[src/rtl/ssd_digit_sequencer.sv]
// Purpose : steps a writable sequence of 4-bit display codes (0-9, F=dash) onto one
//           seven-segment display. Stepping is timed (auto), manual (step) or frozen (hold),
//           with an optional blank gap after the last entry.
// Latency : index/state update on the clock edge after an advance; phone_digit and ssd_out
//           follow combinationally from the registered index and memory.
// Backpressure: none; writes are accepted every cycle and advances are never stalled.
//
// Ports:
//   clk, rst      rising-edge clock, synchronous active-high reset
//   wr_en/addr/data  sequence memory write port (addresses >= NUM_DIGITS ignored)
//   mode          00 hold, 01 auto, 10 step, 11 hold
//   step_in       debounced manual-step level; each rising edge advances in step mode
//   digit_idx     index currently shown
//   phone_digit   code currently shown (4'hF while blanking)
//   blanking      high during the blank gap
//   wrap_pulse    one-cycle pulse coincident with the index returning to 0
//   ssd_out       segment pattern from the display driver

// Seven-segment encoder: active-low segments ordered {g,f,e,d,c,b,a}.
// Codes 0-9 show digits, 4'hF shows a dash, other codes and enable=0 show all-off.
module ssd_driver (
  input  logic       enable,
  input  logic [3:0] binary_in,
  output logic [6:0] ssd_out
);
  always_comb begin
    ssd_out = 7'h7F;
    if (enable) begin
      case (binary_in)
        4'h0:    ssd_out = 7'h40;
        4'h1:    ssd_out = 7'h79;
        4'h2:    ssd_out = 7'h24;
        4'h3:    ssd_out = 7'h30;
        4'h4:    ssd_out = 7'h19;
        4'h5:    ssd_out = 7'h12;
        4'h6:    ssd_out = 7'h02;
        4'h7:    ssd_out = 7'h78;
        4'h8:    ssd_out = 7'h00;
        4'h9:    ssd_out = 7'h10;
        4'hF:    ssd_out = 7'h3F;
        default: ssd_out = 7'h7F;
      endcase
    end
  end
endmodule

module ssd_digit_sequencer #(
  parameter int NUM_DIGITS  = 8,
  parameter int IDX_W       = 3,
  parameter int TICK_DIV    = 50000000,
  parameter int BLANK_TICKS = 1
) (
  input  logic             clk,
  input  logic             rst,
  input  logic             wr_en,
  input  logic [IDX_W-1:0] wr_addr,
  input  logic [3:0]       wr_data,
  input  logic [1:0]       mode,
  input  logic             step_in,
  output logic [IDX_W-1:0] digit_idx,
  output logic [3:0]       phone_digit,
  output logic             blanking,
  output logic             wrap_pulse,
  output logic [6:0]       ssd_out
);
  // Memory spans the full index space so any index value is a legal array
  // subscript; entries at or above NUM_DIGITS are never written or shown.
  localparam int MEM_D  = 1 << IDX_W;
  localparam int TICK_W = $clog2(TICK_DIV);
  localparam int BLK_W  = (BLANK_TICKS < 1) ? 1 : $clog2(BLANK_TICKS + 1);

  localparam logic [TICK_W-1:0] TICK_MAX = TICK_W'(TICK_DIV - 1);
  localparam logic [IDX_W-1:0]  LAST_IDX = IDX_W'(NUM_DIGITS - 1);
  localparam logic [IDX_W:0]    NUM_D    = (IDX_W + 1)'(NUM_DIGITS);
  // Blank counter value whose increment would reach BLANK_TICKS.
  localparam logic [BLK_W-1:0]  BLK_LAST = BLK_W'((BLANK_TICKS == 0) ? 0 : BLANK_TICKS - 1);

  typedef enum logic {S_SHOW = 1'b0, S_BLANK = 1'b1} state_t;

  state_t            state;
  logic [3:0]        mem [MEM_D];
  logic [TICK_W-1:0] tick_cnt;
  logic [BLK_W-1:0]  blank_cnt;
  logic              step_q;
  logic              is_auto;
  logic              is_step;
  logic              adv;

  assign is_auto = (mode == 2'b01);
  assign is_step = (mode == 2'b10);

  // step_q tracks step_in in every mode, so entering step mode with the
  // button already held does not count as an edge.
  assign adv = (is_auto && (tick_cnt == TICK_MAX)) ||
               (is_step && step_in && !step_q);

  always_ff @(posedge clk) begin
    if (rst) begin
      for (int i = 0; i < MEM_D; i++) begin
        mem[i] <= 4'hF;
      end
      digit_idx  <= '0;
      tick_cnt   <= '0;
      blank_cnt  <= '0;
      state      <= S_SHOW;
      blanking   <= 1'b0;
      wrap_pulse <= 1'b0;
      step_q     <= 1'b0;
    end else begin
      step_q     <= step_in;
      wrap_pulse <= 1'b0;

      if (wr_en && ({1'b0, wr_addr} < NUM_D)) begin
        mem[wr_addr] <= wr_data;
      end

      // The counter only runs in auto mode; being held at 0 everywhere else
      // means any mode change restarts the interval from a cleared counter.
      if (!is_auto || (tick_cnt == TICK_MAX)) begin
        tick_cnt <= '0;
      end else begin
        tick_cnt <= tick_cnt + TICK_W'(1);
      end

      if (adv) begin
        case (state)
          S_SHOW: begin
            if (digit_idx != LAST_IDX) begin
              digit_idx <= digit_idx + IDX_W'(1);
            end else if (BLANK_TICKS == 0) begin
              digit_idx  <= '0;
              wrap_pulse <= 1'b1;
            end else begin
              state     <= S_BLANK;
              blanking  <= 1'b1;
              blank_cnt <= '0;
            end
          end
          S_BLANK: begin
            if (blank_cnt == BLK_LAST) begin
              state      <= S_SHOW;
              blanking   <= 1'b0;
              digit_idx  <= '0;
              wrap_pulse <= 1'b1;
            end else begin
              blank_cnt <= blank_cnt + BLK_W'(1);
            end
          end
          default: begin
            state    <= S_SHOW;
            blanking <= 1'b0;
          end
        endcase
      end
    end
  end

  assign phone_digit = blanking ? 4'hF : mem[digit_idx];

  ssd_driver u_ssd_driver (
    .enable    (~blanking),
    .binary_in (phone_digit),
    .ssd_out   (ssd_out)
  );
endmodule
[config.mk]
export PLATFORM = sky130hd
export DESIGN_NAME = ssd_digit_sequencer
export DESIGN_NICKNAME = d
export VERILOG_FILES = /design/src/rtl/ssd_digit_sequencer.sv
export SDC_FILE = /design/constraint.sdc
export NUM_CORES = 1
export LEC_CHECK = 0
export ABC_AREA = 1
export ABC_CLOCK_PERIOD_IN_PS = 2000
export BUFFER_PORTS_ARGS = -buffer_cell sky130_fd_sc_hd__buf_4
export CAP_MARGIN = 25
export CORE_MARGIN = 3
export CORE_UTILIZATION = 60
export CTS_CLUSTER_SIZE = 25
export DETAILED_ROUTE_END_ITERATION = 8
export HOLD_SLACK_MARGIN = 0.06
export PLACE_DENSITY = 0.87
export SLEW_MARGIN = 30
export SYNTH_ARGS = -nofsm -noshare
export SYNTH_HDL_FRONTEND = slang
export SYNTH_SLANG_ARGS = --single-unit
export TNS_END_PERCENT = 5
[constraint.sdc]
create_clock -name clk -period 2 [get_ports clk]
set_clock_uncertainty 0.15 [all_clocks]
set_input_delay 0.2 -clock clk [delete_from_list [all_inputs] [get_ports clk]]
set_output_delay 0.2 -clock clk [all_outputs]
set_load 0.02 [all_outputs]
==> results.toml <==
[run_status]
outcome = "finished with violations"
failed_checks = "setup timing"

[global_routing]
grt_pass1_vias = 2965
overflow = 0
grt_antenna_before_repair = 0
grt_start_max_net_pins = 27
grt_pass1_wl_um = 13400
grtUsageTotal = 0.237

[placement]
gp_congestion = 0.904
placed_cell_area_mm2 = 0.00398
io_buffer_count = 28
place_hpwl_um = 5570

[synth]
syn_nets = 467
synth_top_area_frac = 0.270
yosysWarnings = 0
yosys.area.top_type = "edfxtp_1"
synth_area_leaders = "edfxtp_1 (27%), dfxtp_1 (20%), nand2_1 (13%), nand3_1 (6.0%), inv_1 (5.1%)"
seq_area_frac_synth = 0.473
synthFlopType = "dfxtp_1"
synthesis.area_mm2 = 0.00356
synthTopCellsByCount = "nand2_1 (124), inv_1 (48), nor2_1 (44), nand3_1 (43), dfxtp_1 (36)"
post-synth-top-count-cell = "nand2_1"
synth.distinct_cells = 38
postSynthAreaPerCell_um2 = 7.99
async_reset_ff_frac = 0
ys_ff_latch = 68
synth_edf_count = 32
postSynthCellCount = 445

[clock_network]
root_buffer = "clkbuf_8"
h-tree-depth = 3
cts_tree = "done"
clk_path_buf_depth = 2
cts_made_buffers = 9
clk_latency_ns = 0.35
clk_pin_slew_worst_paths_ns = 0.08
cts_sinks = 68

[cells_and_area]
final_net_count = 527
post-route-cell-area_mm2 = 0.00456
insertedDiodeCount = 0
final_core_util = 0.814
area_growth_pct = 28.3
drive_above_1_share = 0.278
n_fill_cell = 317

[critical_path]
r2r-start = "tick_cnt[0]"
regToRegSetupSlack_ns = 0.10
path_cells = "buf_12 -> clkinv_8 -> nand2_4 -> nand3_2 -> nand3_2 -> nand3_4 -> buf_6 -> buf_6 -> nor2_2 -> o21ai_1 -> o21ai_1 -> inv_1 -> buf_6"
crit_end = "ssd_out[4]"
crit_fanout = 8
cp-end-kind = "output port"
reg2reg_depth = 10
cp_data_arrival_time_ns = 2.03
cpMaxStageDelayCell = "dfxtp_4"
path_class = "register to output port"
crit_path_frequent_cell = "buf_6"
cpPeakStageDelay_ns = 0.39
start_kind = "register"
critPathRequiredTime_ns = 1.65

[timing]
hold_viol = 0
rsz0062_at_grt = "yes"
layout_setup_ws_ns = -0.377
relSlewSlack = 0.718
fmax_mhz = 421
setup_viol = 10
slew_violations = 0
min_period_over_period = 1.19
worstMarginPinSlew_ns = 0.420
post-route-min-period_ns = 2.38

[drt]
drc = 0
drt_iter0_drc = 414
wirelength_um = 8970
wl_per_cell_um = 15.4
first_pass_iters = 7
via_per_inst = 5.65
vias = 3286
ant_nets = 0

[floorplan]
fp.dieW_um = 83.0
design.core.area_mm2 = 0.00561
rows = 27
die_h_um = 83.0
design.die.area_mm2 = 0.00689
initial_core_util = 0.634
io_pins = 29

[power]
p_total_mw = 3.13
p_per_area_mw_per_mm2 = 687
ir_drop_v = 0.000474
leakage_nw = 1.80

[min_path]
holdCritPathClass = "input port to register"
holdPathStages = 3

[run]
drv_cap = 0
[stage by stage]
stage,worst slack (ns),hold WS [ns],cells,TNS (ns)
floorplan,-0.0641,0.157,445,-0.0641
global placement,0.0155,0.264,556,0
detailed placement,-0.0374,0.270,556,-0.0679
CTS,-0.333,0.0804,577,-2.01
global route,-0.475,0.101,582,-3.47
finish,-0.377,0.0836,582,-2.69
[sequential cells by signal (all words and copies together), names as in the netlist, named ones only]
signal and cells:
mem 32, tick_cnt 26, step_q 1, blanking 1, wrap_pulse 1, digit_idx 3
state 1
[cells by family after synthesis]
family	synth area share
flip-flops	0.473
AO/OA/AOI/OAI	0.0587
AND/OR/NAND/NOR	0.348
adder cells (fa/ha/maj)	0.0317
buffers and inverters	0.0767
XOR/XNOR	0.0123
[placed cells by master (no fill, tap or decap), drive strengths merged, types with 15 or more instances in the layout]
cell type  count
buf           52
inv           55
nor3          15
nand3         49
nor2          50
edfxtp        32
a21oi         20
dfxtp         36
o21ai         15
nand2        132
[cell type report]
cell class / instances / area, um^2 / area share
well taps: 72 / 90.1 / 0.0197
repair buffers: 56 / 519 / 0.114
repair inverters: 1 / 8.76 / 0.00192
clock buffers: 9 / 124 / 0.0271
inverters: 54 / 223 / 0.0488
clock inverters: 7 / 76.3 / 0.0167
flip-flops and latches: 68 / 1690 / 0.370
multi-input cells: 315 / 1830 / 0.402
[critical path, delay by kind of cell, from the launching register on]
family                 cells  cell delay (ns)
AND/OR/NAND/NOR            5             0.44
flip-flops                 1             0.39
AO/OA/AOI/OAI              2             0.17
buffers and inverters      6             0.69
[metal layers]
layer	GRT usage	vias to the layer above	wire, um
met5	0	-	0
met4	0.111	0	208
met3	0.0407	26	487
met2	0.422	155	4890
met1	0.274	1530	3380
li1	-	1575	-
[worst min-delay path by stage]
stage / from / end / slack, ns
3_3_place_gp: step_in / step_q / 0.26
5_1_grt: wr_data[0] / mem[0][0] / 0.10
4_1_cts: wr_data[3] / mem[1][3] / 0.08
6_report: wr_data[3] / mem[1][3] / 0.08
2_1_floorplan: step_in / step_q / 0.16
3_5_place_dp: step_in / step_q / 0.27
[where the power goes]
group | switching, mW | internal, mW | total [mW]
Clock | 0.553 | 0.580 | 1.13
Combinational | 0.272 | 0.208 | 0.480
Sequential | 0.0233 | 1.50 | 1.52
Total | 0.848 | 2.29 | 3.13
[what timing repair did]
item / 4_1_cts / 5_1_grt
pin swaps: 2 / 15
endpoints found under the setup margin: 9 / 9
setup buffers: 2 / 3
gates resized for setup: 9 / 64
hold endpoints to repair: 8 / 0
cloned: 0 / 2
hold buffers: 3 / 0
(Power assumes the default switching activity.)
